**config.mk**
```make
export PLATFORM = sky130hd
export DESIGN_NAME = serial_addsub
export DESIGN_NICKNAME = d
export VERILOG_FILES = /design/src/rtl/serial_addsub.sv
export SDC_FILE = /design/constraint.sdc
export NUM_CORES = 1
export LEC_CHECK = 0
export BUFFER_PORTS_ARGS = -buffer_cell sky130_fd_sc_hd__buf_2
export CORE_ASPECT_RATIO = 1.5
export CORE_UTILIZATION = 58
export CTS_BUF_LIST = sky130_fd_sc_hd__clkbuf_2 sky130_fd_sc_hd__clkbuf_4 sky130_fd_sc_hd__clkbuf_8
export DETAILED_ROUTE_END_ITERATION = 7
export PLACE_DENSITY_LB_ADDON = 0.2
export SLEW_MARGIN = 10
export SYNTH_ARGS = -nofsm -noshare
export SYNTH_HDL_FRONTEND = slang
export SYNTH_SLANG_ARGS = --single-unit
```
**constraint.sdc**
```tcl
create_clock -name clk -period 6.74 [get_ports clk]
set_input_delay 0.337 -clock clk [delete_from_list [all_inputs] [get_ports clk]]
set_output_delay 0.337 -clock clk [all_outputs]
set_load 0.02 [all_outputs]
```
**src/rtl/serial_addsub.sv**
```systemverilog
// Digit-serial adder/subtractor.
// Processes DIGIT bits per clock, LSB slice first, with the slice carry held
// in a register between cycles. A result of WIDTH bits therefore takes
// WIDTH/DIGIT clock edges after the request is accepted. A valid/ready
// handshake is used on both the request and the result side.
module serial_addsub #(
    parameter int WIDTH = 16,
    parameter int DIGIT = 4
) (
    input  logic             clk,
    input  logic             rst_n,
    input  logic             in_valid,
    output logic             in_ready,
    input  logic [WIDTH-1:0] a,
    input  logic [WIDTH-1:0] b,
    input  logic             cin,
    input  logic             sub,
    output logic             out_valid,
    input  logic             out_ready,
    output logic [WIDTH-1:0] sum,
    output logic             cout,
    output logic             ovf
);

    // Guarded divisor so that a bad DIGIT reports cleanly instead of
    // dividing by zero while the parameters are being checked.
    localparam int DIGIT_SAFE = (DIGIT < 1) ? 1 : DIGIT;
    localparam int N          = WIDTH / DIGIT_SAFE;
    localparam int CW         = (N > 1) ? $clog2(N) : 1;

    generate
        if ((WIDTH < 2) || (DIGIT < 1) || ((WIDTH % DIGIT_SAFE) != 0)) begin : g_bad_params
            $error("serial_addsub: WIDTH must be >= 2, DIGIT >= 1 and DIGIT must divide WIDTH");
        end
    endgenerate

    typedef enum logic [1:0] {
        IDLE = 2'd0,
        CALC = 2'd1,
        DONE = 2'd2
    } state_t;

    state_t            state_reg;
    logic [WIDTH-1:0]  a_reg;       // operand A as latched at accept
    logic [WIDTH-1:0]  b_reg;       // effective operand B' (already inverted for subtract)
    logic              carry_reg;   // carry between slices
    logic [CW-1:0]     cnt_reg;     // index of the slice processed on the next CALC edge
    logic [WIDTH-1:0]  sum_reg;
    logic              cout_reg;
    logic              ovf_reg;

    logic [31:0]       base;
    logic [DIGIT-1:0]  a_slice;
    logic [DIGIT-1:0]  b_slice;
    logic [DIGIT:0]    slice_res;
    logic              slice_ovf;
    logic              last_slice;

    assign base       = 32'(cnt_reg) * 32'(DIGIT);
    assign a_slice    = a_reg[base +: DIGIT];
    assign b_slice    = b_reg[base +: DIGIT];
    assign last_slice = (cnt_reg == CW'(N - 1));

    // One DIGIT-wide ripple add of the current slice plus the stored carry.
    always_comb begin
        slice_res = {1'b0, a_slice} + {1'b0, b_slice} + {{DIGIT{1'b0}}, carry_reg};
        // Carry into the slice MSB equals a ^ b ^ s at that bit; XOR with the
        // carry out gives the signed overflow when this is the top slice.
        slice_ovf = a_slice[DIGIT-1] ^ b_slice[DIGIT-1] ^ slice_res[DIGIT-1] ^ slice_res[DIGIT];
    end

    // Control FSM and datapath registers; reset aborts any operation in flight.
    always_ff @(posedge clk or negedge rst_n) begin
        if (!rst_n) begin
            state_reg <= IDLE;
            a_reg     <= '0;
            b_reg     <= '0;
            carry_reg <= 1'b0;
            cnt_reg   <= '0;
            sum_reg   <= '0;
            cout_reg  <= 1'b0;
            ovf_reg   <= 1'b0;
        end else begin
            case (state_reg)
                IDLE: begin
                    if (in_valid) begin
                        a_reg     <= a;
                        b_reg     <= sub ? ~b : b;
                        carry_reg <= sub ? ~cin : cin;
                        cnt_reg   <= '0;
                        state_reg <= CALC;
                    end
                end
                CALC: begin
                    sum_reg[base +: DIGIT] <= slice_res[DIGIT-1:0];
                    carry_reg              <= slice_res[DIGIT];
                    // Overwritten every slice; the top slice leaves the final values.
                    cout_reg               <= slice_res[DIGIT];
                    ovf_reg                <= slice_ovf;
                    if (last_slice) begin
                        state_reg <= DONE;
                    end else begin
                        cnt_reg <= cnt_reg + 1'b1;
                    end
                end
                DONE: begin
                    if (out_ready) begin
                        state_reg <= IDLE;
                    end
                end
                default: begin
                    state_reg <= IDLE;
                end
            endcase
        end
    end

    assign in_ready  = (state_reg == IDLE);
    assign out_valid = (state_reg == DONE);
    assign sum       = sum_reg;
    assign cout      = cout_reg;
    assign ovf       = ovf_reg;

endmodule

```
* Word-level counts from Yosys, hierarchy flattened
Index checks and enable logic that the tools add are counted.
W data, S select, Z words.
** Cells by class
- $add $sub $neg :: 4
- Shifts and indexed selects :: 4
- Mux-type cells :: 12
- Bitwise gates (word level) :: 5
- Eq/ne operators :: 7
- Reduce and logical (&&, ||, !) cells :: 6
** Operator list (number)
- $neg A4 Y34 :: 1
- $shift A4 B34 Y16 const A :: 1
- $shiftx A4 B34 Y16 :: 1
- $shiftx A16 B5 Y4 :: 2
- $bwmux W16 :: 1
- $mux W16 :: 1
- $not A16 Y16 :: 1
- $mux W2 :: 5
- $ne A2 B2 Y1 const B :: 3
- $pmux W2 S3 :: 1
- $reduce_and A3 Y1 :: 2
- $add A4 B4 Y5 :: 1
- $add A5 B1 Y5 :: 1
- $eq A2 B2 Y1 const B :: 2
- $pmux W2 S2 :: 1
- $reduce_and A2 Y1 :: 2
- $xor A1 B1 Y1 :: 3
- $add A2 B1 Y2 const B :: 1
- $eq A2 B1 Y1 const B :: 1
- $logic_not A2 Y1 :: 1
- $mux W1 :: 2
- $ne A2 B1 Y1 const B :: 1
- $pmux W1 S2 :: 1
- $reduce_bool A2 Y1 :: 1
- $not A1 Y1 :: 1
** Storage, ports and cells
- Bits in registers :: 55
- Output and inout bits :: 20
- Word-level logic and storage cells :: 46

* Longest topological paths before layout
Gate-level depths: netlist of run 1.
- Word-level depth :: 5
- Mapped depth :: 8
- Gate-level depth less buffers :: 7

* Worst setup path before layout of run 1
Ideal clock, no wire load.
- Path kind :: register to register
- Start :: register cnt_reg[0]
- End :: register ovf_reg, in the netlist ovf
- Data arrival time :: 2.555 ns
- Path slack :: 4.054 ns
- Period minus slack after synthesis :: 2.686 ns
- Stages on the path, launching flop included :: 9
- Setup time :: 0.130 ns
- Required time :: 6.610 ns
- Cell sequence :: dfrtp_1 > buf_6 > mux4_1 > fa_1 > fa_1 > a21o_1 > a21oi_2 > xnor2_1 > o21ai_0
** On the way
- Cells in the longest elaborated chain, start to end :: 5
- Elaborated cells on any way between the ends :: 7
- Classes of those cells :: add/sub: 2; shift: 2; bitwise: 3
** Ends and longest elaborated chain
- start, declared :: line 47 : logic [CW-1:0] cnt_reg;
- start signal, assigned :: line 103 : cnt_reg <= cnt_reg + 1'b1;
- $shiftx A16 B5 Y4 (on tied branches) :: line 60, 61
- $add A4 B4 Y5 :: line 66 : slice_res = {1'b0, a_slice} + {1'b0, b_slice} + {{DIGIT{1'b0}}, carry_reg};
- $add A5 B1 Y5 :: line 66
- $xor A1 B1 Y1 :: line 69 : slice_ovf = a_slice[DIGIT-1] ^ b_slice[DIGIT-1] ^ slice_res[DIGIT-1] ^ slice_res[DIGIT];
- $xor A1 B1 Y1 (*) :: line 69
- end signal, assigned :: line 99 : ovf_reg <= slice_ovf;
- end, declared :: line 50 : logic ovf_reg;
Mark *: on every way between the ends. The rest lies on a longest branch, timed or not.
A chain may end at the register's enable or synchronous reset.

* Worst setup path after layout of run 1
Same ends and word-level chain as after synthesis.

==> impl_metrics.json, run 1 <==
{
  "power.switching_mw": 0.6891,
  "synth_cells": 208,
  "final_common_cell": "buf_2",
  "outcome": "finished with violations",
  "synth.largest_area_cell": "dfrtp_1",
  "syn_avg_cell_area_um2": 12.92,
  "hp-class": "input pin to asynchronous set/reset pin",
  "dieHeight_um": 85.35,
  "max_freq_mhz": 327.0,
  "wirelength_um": 4688,
  "cp.arrival_ns": 3.24,
  "violations": "DRC",
  "slew_headroom_pct": 55.41,
  "initial_core_util_pct": 60.14,
  "worstMarginPinSlew_ns": 0.6689,
  "yosysTopAreaCellShare_pct": 51.23,
  "slew_violations": 0,
  "syn_area_um2": 2686,
  "clockBufferDepth": 2,
  "globalplace.congestion": 0.8561,
  "fin_worst_skew_ns": 0.009447,
  "dr_total_vias": 1783,
  "fin_hold_ws_ns": 0.1396,
  "cts_tree": "built",
  "power_frac_seq_pct": 35.2,
  "grt_pass1_vias": 1798,
  "nNetsFinal": 314,
  "io_buffers": 57,
  "synth_cell_types": 32,
  "grt_pass1_wl_um": 8045,
  "crit_type": "flop to flop",
  "rr_endpoint": "ovf$_DFFE_PN0P_",
  "rr_worst_depth": 7,
  "antennaDiodeCount": 0,
  "seq_area_frac_synth_pct": 51.23,
  "cts_sinks": 55,
  "fin_tns_setup_ns": 0,
  "rows": 30,
  "routedWlPerCell_um": 14.98,
  "cts_max_level": 2,
  "grt_start_max_net_pins": 56,
  "hpwl_um": 3477,
  "pwr_density_cell_nw_per_um2": 538.2,
  "critPathLaunchType": "flop",
  "r2r_setup_slack_ns": 3.68,
  "chipWidth_um": 57.57,
  "cts_made_buffers": 5,
  "cap_violations": 0,
  "drc": 4,
  "area_growth_pct": 14.44,
  "antenna_found_initial": 0,
  "ant_nets": 0,
  "yosys-top-cells-area": "dfrtp_1 (51%), mux4_1 (6.8%), mux2_2 (6.7%), xnor2_1 (6.5%), a22o_1 (4.9%)",
  "insertion_delay_ns": 0.31,
  "setup-violations-final": 0,
  "p_int_mw": 0.9655,
  "ys.warnings.count": 0,
  "pwr-share-clk_pct": 11.0,
  "rsz0062_at_grt": "false",
  "finalCriticalPeriod_ns": 3.058,
  "ys_ff_latch": 55,
  "ir_worst_vdd_uv": 281.6,
  "cts_hold_buf": 0,
  "clockRootBuffer": "clkbuf_8",
  "cp_max_fo": 14,
  "post-cts-setup-buffers": 0,
  "drtPass1Iterations": 6,
  "switching_share_pct": 41.65,
  "synth_nets": 257,
  "die-area_um2": 4913,
  "drt_iter0_drc": 37,
  "crit_path_end_kind": "flop",
  "ios": 58,
  "layout_common_cells": "buf_2 (57), dfrtp_1 (55), nor2_1 (21), xnor2_1 (20)",
  "hold_violations": 0,
  "p_leak_nw": 1.440,
  "reg2reg_from": "cnt_reg[0]$_DFFE_PN0P_",
  "min_period_over_period_pct": 45.37,
  "overflow": 0,
  "cts.repair.resized": 0,
  "grt_use_total_pct": 21.76,
  "drive_gt1_share_pct": 34.34,
  "clkTransAtPathRegs_ns": 0.09,
  "viasPerCell": 5.696,
  "pwr-share-comb_pct": 53.8,
  "crit_required_ns": 6.92,
  "core_um2": 4467
}
-- kinds of logic (layout without fill, tap and decap cells) --
family / count (synthesis) / after routing / synth area share, %
buffers and inverters: 14 / 71 / 2.934
AND/OR/NAND/NOR: 40 / 40 / 7.732
adder cells (fa/ha/maj): 11 / 11 / 5.682
flip-flops: 55 / 55 / 51.23
multiplexers: 25 / 25 / 14.81
AO/OA/AOI/OAI: 42 / 42 / 10.76
XOR/XNOR: 21 / 21 / 6.847
-- worst max-delay path by stage --
stage	start	end	slack [ns]	cells past startpoint
6_report	cnt_reg[0]$_DFFE_PN0P_	ovf$_DFFE_PN0P_	3.68	7
5_1_grt	cnt_reg[0]$_DFFE_PN0P_	ovf$_DFFE_PN0P_	3.48	7
4_1_cts	cnt_reg[0]$_DFFE_PN0P_	ovf$_DFFE_PN0P_	3.68	7
3_5_place_dp	cnt_reg[0]$_DFFE_PN0P_	ovf$_DFFE_PN0P_	3.71	7
3_3_place_gp	cnt_reg[0]$_DFFE_PN0P_	ovf$_DFFE_PN0P_	3.77	7
2_1_floorplan	cnt_reg[0]$_DFFE_PN0P_	ovf$_DFFE_PN0P_	4.05	8
-- stage by stage --
step	power [mW]	setup slack (ns)	utilization, %	area, um2	instances
3_5_place_dp	1.485	3.715	66.86	2987	306
6_report	1.655	3.682	68.82	3074	313
2_1_floorplan	1.266	4.054	-	2686	208
4_1_cts	1.668	3.678	68.82	3074	313
5_1_grt	1.776	3.477	68.82	3074	313
3_3_place_gp	1.449	3.771	66.86	2987	306
-- cell usage after synthesis (all sizes together) --
| master | number |
|---|---|
| nand2 | 10 |
| mux2 | 17 |
| a21oi | 18 |
| nor4 | 1 |
| o211ai | 1 |
| o21ai | 3 |
| nor3b | 1 |
| buf | 8 |
| nor2 | 22 |
| xnor2 | 20 |
| inv | 5 |
| nor2b | 1 |
| nand3 | 1 |
| ha | 9 |
| clkbuf | 1 |
| or3 | 2 |
| xor2 | 1 |
| and2b | 1 |
| a22o | 15 |
| a21o | 2 |
| nand2b | 1 |
| fa | 2 |
| dfrtp | 55 |
| mux4 | 8 |
| o31ai | 3 |
-- power groups by stage --
stage / Sequential (mW) / Clock, mW / Combinational [mW]
2_1_floorplan: 0.585 / 0 / 0.681
3_3_place_gp: 0.585 / 0 / 0.864
3_5_place_dp: 0.593 / 0 / 0.891
4_1_cts: 0.586 / 0.185 / 0.897
5_1_grt: 0.606 / 0.197 / 0.973
6_report: 0.583 / 0.182 / 0.890
-- cell type report --
type                    instances  area [um2]
clock buffers                   6       82.58
clock inverters                 1       5.005
fillers                       339        1393
inverters                       5       18.77
multi-input cells             139        1231
flip-flops and latches         55        1376
well taps                      48       60.06
repair buffers                 59       300.3
-- metal layers --
layer | track usage [%] | vias up | routed length, um
met5 | 0 | - | 0
met4 | 8.426 | 0 | 108
met3 | 4.726 | 9 | 158
met2 | 38.90 | 43 | 2557
met1 | 24.84 | 879 | 1863
li1 | - | 852 | -
-- worst max-delay path, stage by stage (launching register included) --
cell	delay (ns)
dfrtp_1	0.77
mux4_1	0.66
fa_1	0.44
fa_1	0.45
a21o_1	0.22
a21oi_2	0.19
xnor2_1	0.13
o21ai_0	0.08
(Power assumes the default switching activity.)
==> run 2, diff against run 1 <==
- CORE_UTILIZATION: 58 -> 51
- clock period: 6.74 -> 2.5 ns (I/O delays scaled with it)
==> run 2 against run 1 <==
Against the previous run:
- the flow now finishes without violations
- hold slack worse by 0.10 ns
- largest power group unchanged
- flip-flop and latch count unchanged
- clock skew decreased by 0.0021 ns
- total power grew to 2.9 times the previous value
- fmax rose by 28%
- register-to-register slack lost 3.6 ns
==> impl_metrics.json, run 2 (synthesis results as in run 1) <==
{
  "outcome": "finished, final reports clean",
  "overflow": 0,
  "fin_tns_setup_ns": 0,
  "globalplace.congestion": 0.8226,
  "worstMarginPinSlew_ns": 0.6639,
  "io_buffers": 57,
  "clkTransAtPathRegs_ns": 0.09,
  "area_growth_pct": 18.26,
  "finalCriticalPeriod_ns": 2.386,
  "crit_path_frequent_cell": "fa_2",
  "setup-violations-final": 0,
  "pwr_density_cell_nw_per_um2": 1494,
  "hold_violations": 0,
  "worst_slack_ns": 0.1141,
  "cp_max_fo": 4,
  "slew_headroom_pct": 55.74,
  "drive_gt1_share_pct": 37.96,
  "rr_worst_depth": 7,
  "hp-class": "input pin to flop",
  "crit_type": "flop to flop",
  "slew_violations": 0,
  "grt_start_max_net_pins": 56,
  "worstSetupEndpoint": "ovf$_DFFE_PN0P_",
  "core_um2": 5125,
  "num-fill-cells": 449,
  "die-area_um2": 5568,
  "grt_use_total_pct": 20.51,
  "clockRootBuffer": "clkbuf_8",
  "chipWidth_um": 61.26,
  "cts_sinks": 55,
  "r2r_setup_slack_ns": 0.11,
  "layout_common_cells": "buf_2 (57), dfrtp_1 (54), nor2_1 (21), xnor2_1 (20)",
  "ant_nets": 0,
  "cap_violations": 0,
  "grt_pass1_vias": 1817,
  "initial_core_util_pct": 52.42,
  "fin_worst_skew_ns": 0.007326,
  "min_period_over_period_pct": 95.44,
  "dr_total_vias": 1804,
  "rows": 32,
  "crit_required_ns": 2.68,
  "cp.arrival_ns": 2.57,
  "drtPass1Iterations": 4,
  "crit_start": "cnt_reg[0]$_DFFE_PN0P_",
  "rsz0062_at_grt": "false",
  "dp_slack_ns": 0.09319,
  "p_leak_nw": 1.477,
  "cts_max_level": 2,
  "routedWlPerCell_um": 14.50,
  "grt_pass1_wl_um": 8369,
  "cpPeakStageDelay_ns": 0.53,
  "clockBufferDepth": 2,
  "drc": 0,
  "nNetsFinal": 322,
  "viasPerCell": 5.275,
  "ios": 58,
  "reg2reg_from": "cnt_reg[0]$_DFFE_PN0P_",
  "insertion_delay_ns": 0.31,
  "hpwl_um": 3784,
  "final_util_pct": 61.99,
  "drt_iter0_drc": 52,
  "antennaDiodeCount": 0,
  "crit_chain": "mux4_2 -> fa_2 -> fa_2 -> a21o_1 -> a21oi_2 -> xnor2_1 -> o21ai_0",
  "wirelength_um": 4959,
  "cts_made_buffers": 5,
  "final_common_cell": "buf_2",
  "cts_tree": "built",
  "max_freq_mhz": 419.1,
  "dieHeight_um": 90.89,
  "ir_worst_vdd_uv": 667.9,
  "rr_endpoint": "ovf$_DFFE_PN0P_",
  "cp_slowest_cell": "mux4_2",
  "antenna_found_initial": 0,
  "critPathLaunchType": "flop",
  "crit_path_end_kind": "flop"
}
## run 2: cell types whose count changed in the layout (fill, tap and decap cells not counted)
cell / previous run / this run
buf_4: 2 / 9
fa_1: 2 / 0
fa_2: 0 / 2
mux4_1: 7 / 5
mux4_2: 1 / 3
clkbuf_4: 0 / 1
clkbuf_8: 6 / 7
clkinv_2: 1 / 0
dfrtp_1: 55 / 54
dfrtp_2: 0 / 1
dlygate4sd3_1: 0 / 1
## run 2: report_power, final
part	internal, mW	switching (mW)
clock	0.264	0.278
sequential	1.29	0.246
combinational	1.24	1.43
total	2.80	1.95
## run 2: final cells by class
cell class | instances | area, um2 | share of cell area, %
flip-flops and latches | 55 | 1378 | 43.36
well taps | 68 | 85.08 | 2.678
repair buffers | 67 | 362.8 | 11.42
inverters | 5 | 18.77 | 0.5908
clock buffers | 8 | 103.9 | 3.269
multi-input cells | 139 | 1229 | 38.68
## run 2: worst min path at each step
stage | endpoint | from | cells after the start
4_1_cts | a_reg[4]$_DFFE_PN0P_ | a[4] | 2
2_1_floorplan | a_reg[0]$_DFFE_PN0P_ | rst_n | 0
3_3_place_gp | sum[12]$_DFFE_PN0P_ | rst_n | 2
5_1_grt | a_reg[4]$_DFFE_PN0P_ | a[4] | 2
6_report | a_reg[4]$_DFFE_PN0P_ | a[4] | 2
3_5_place_dp | sum[12]$_DFFE_PN0P_ | rst_n | 2
## run 2: through the flow
stage	instances	total power [mW]	cell area [um2]	hold slack, ns
6_report	342	4.746	3177	0.03734
5_1_grt	342	5.099	3177	0.03596
4_1_cts	341	4.728	3168	0.03390
3_5_place_dp	332	4.177	3054	0.2961
3_3_place_gp	332	4.110	3054	0.2881
2_1_floorplan	208	3.448	2684	-0.1706
## run 2: layer usage
layer,up-vias,wire length [um],GRT usage [%]
li1,868,-,-
met1,873,1939,23.73
met2,50,2691,34.78
met3,13,155,3.868
met4,0,173,9.848
met5,-,0,0
## run 2: repair_timing
item / in CTS / in global routing
gates resized for setup: 0 / 1
hold buffers: 1 / 0
setup endpoints to repair: 0 / 2
buffers inserted: 0 / 1
hold endpoints to repair: 55 / 0
## run 2: critical path, delay by kind of cell (launching register included)
kind	cells	cell delay, ns
muxes	1	0.53
xor gates and xnor gates	1	0.13
DFF	1	0.42
AOI/OAI and AO/OA	3	0.45
adders and majority gates	2	0.74
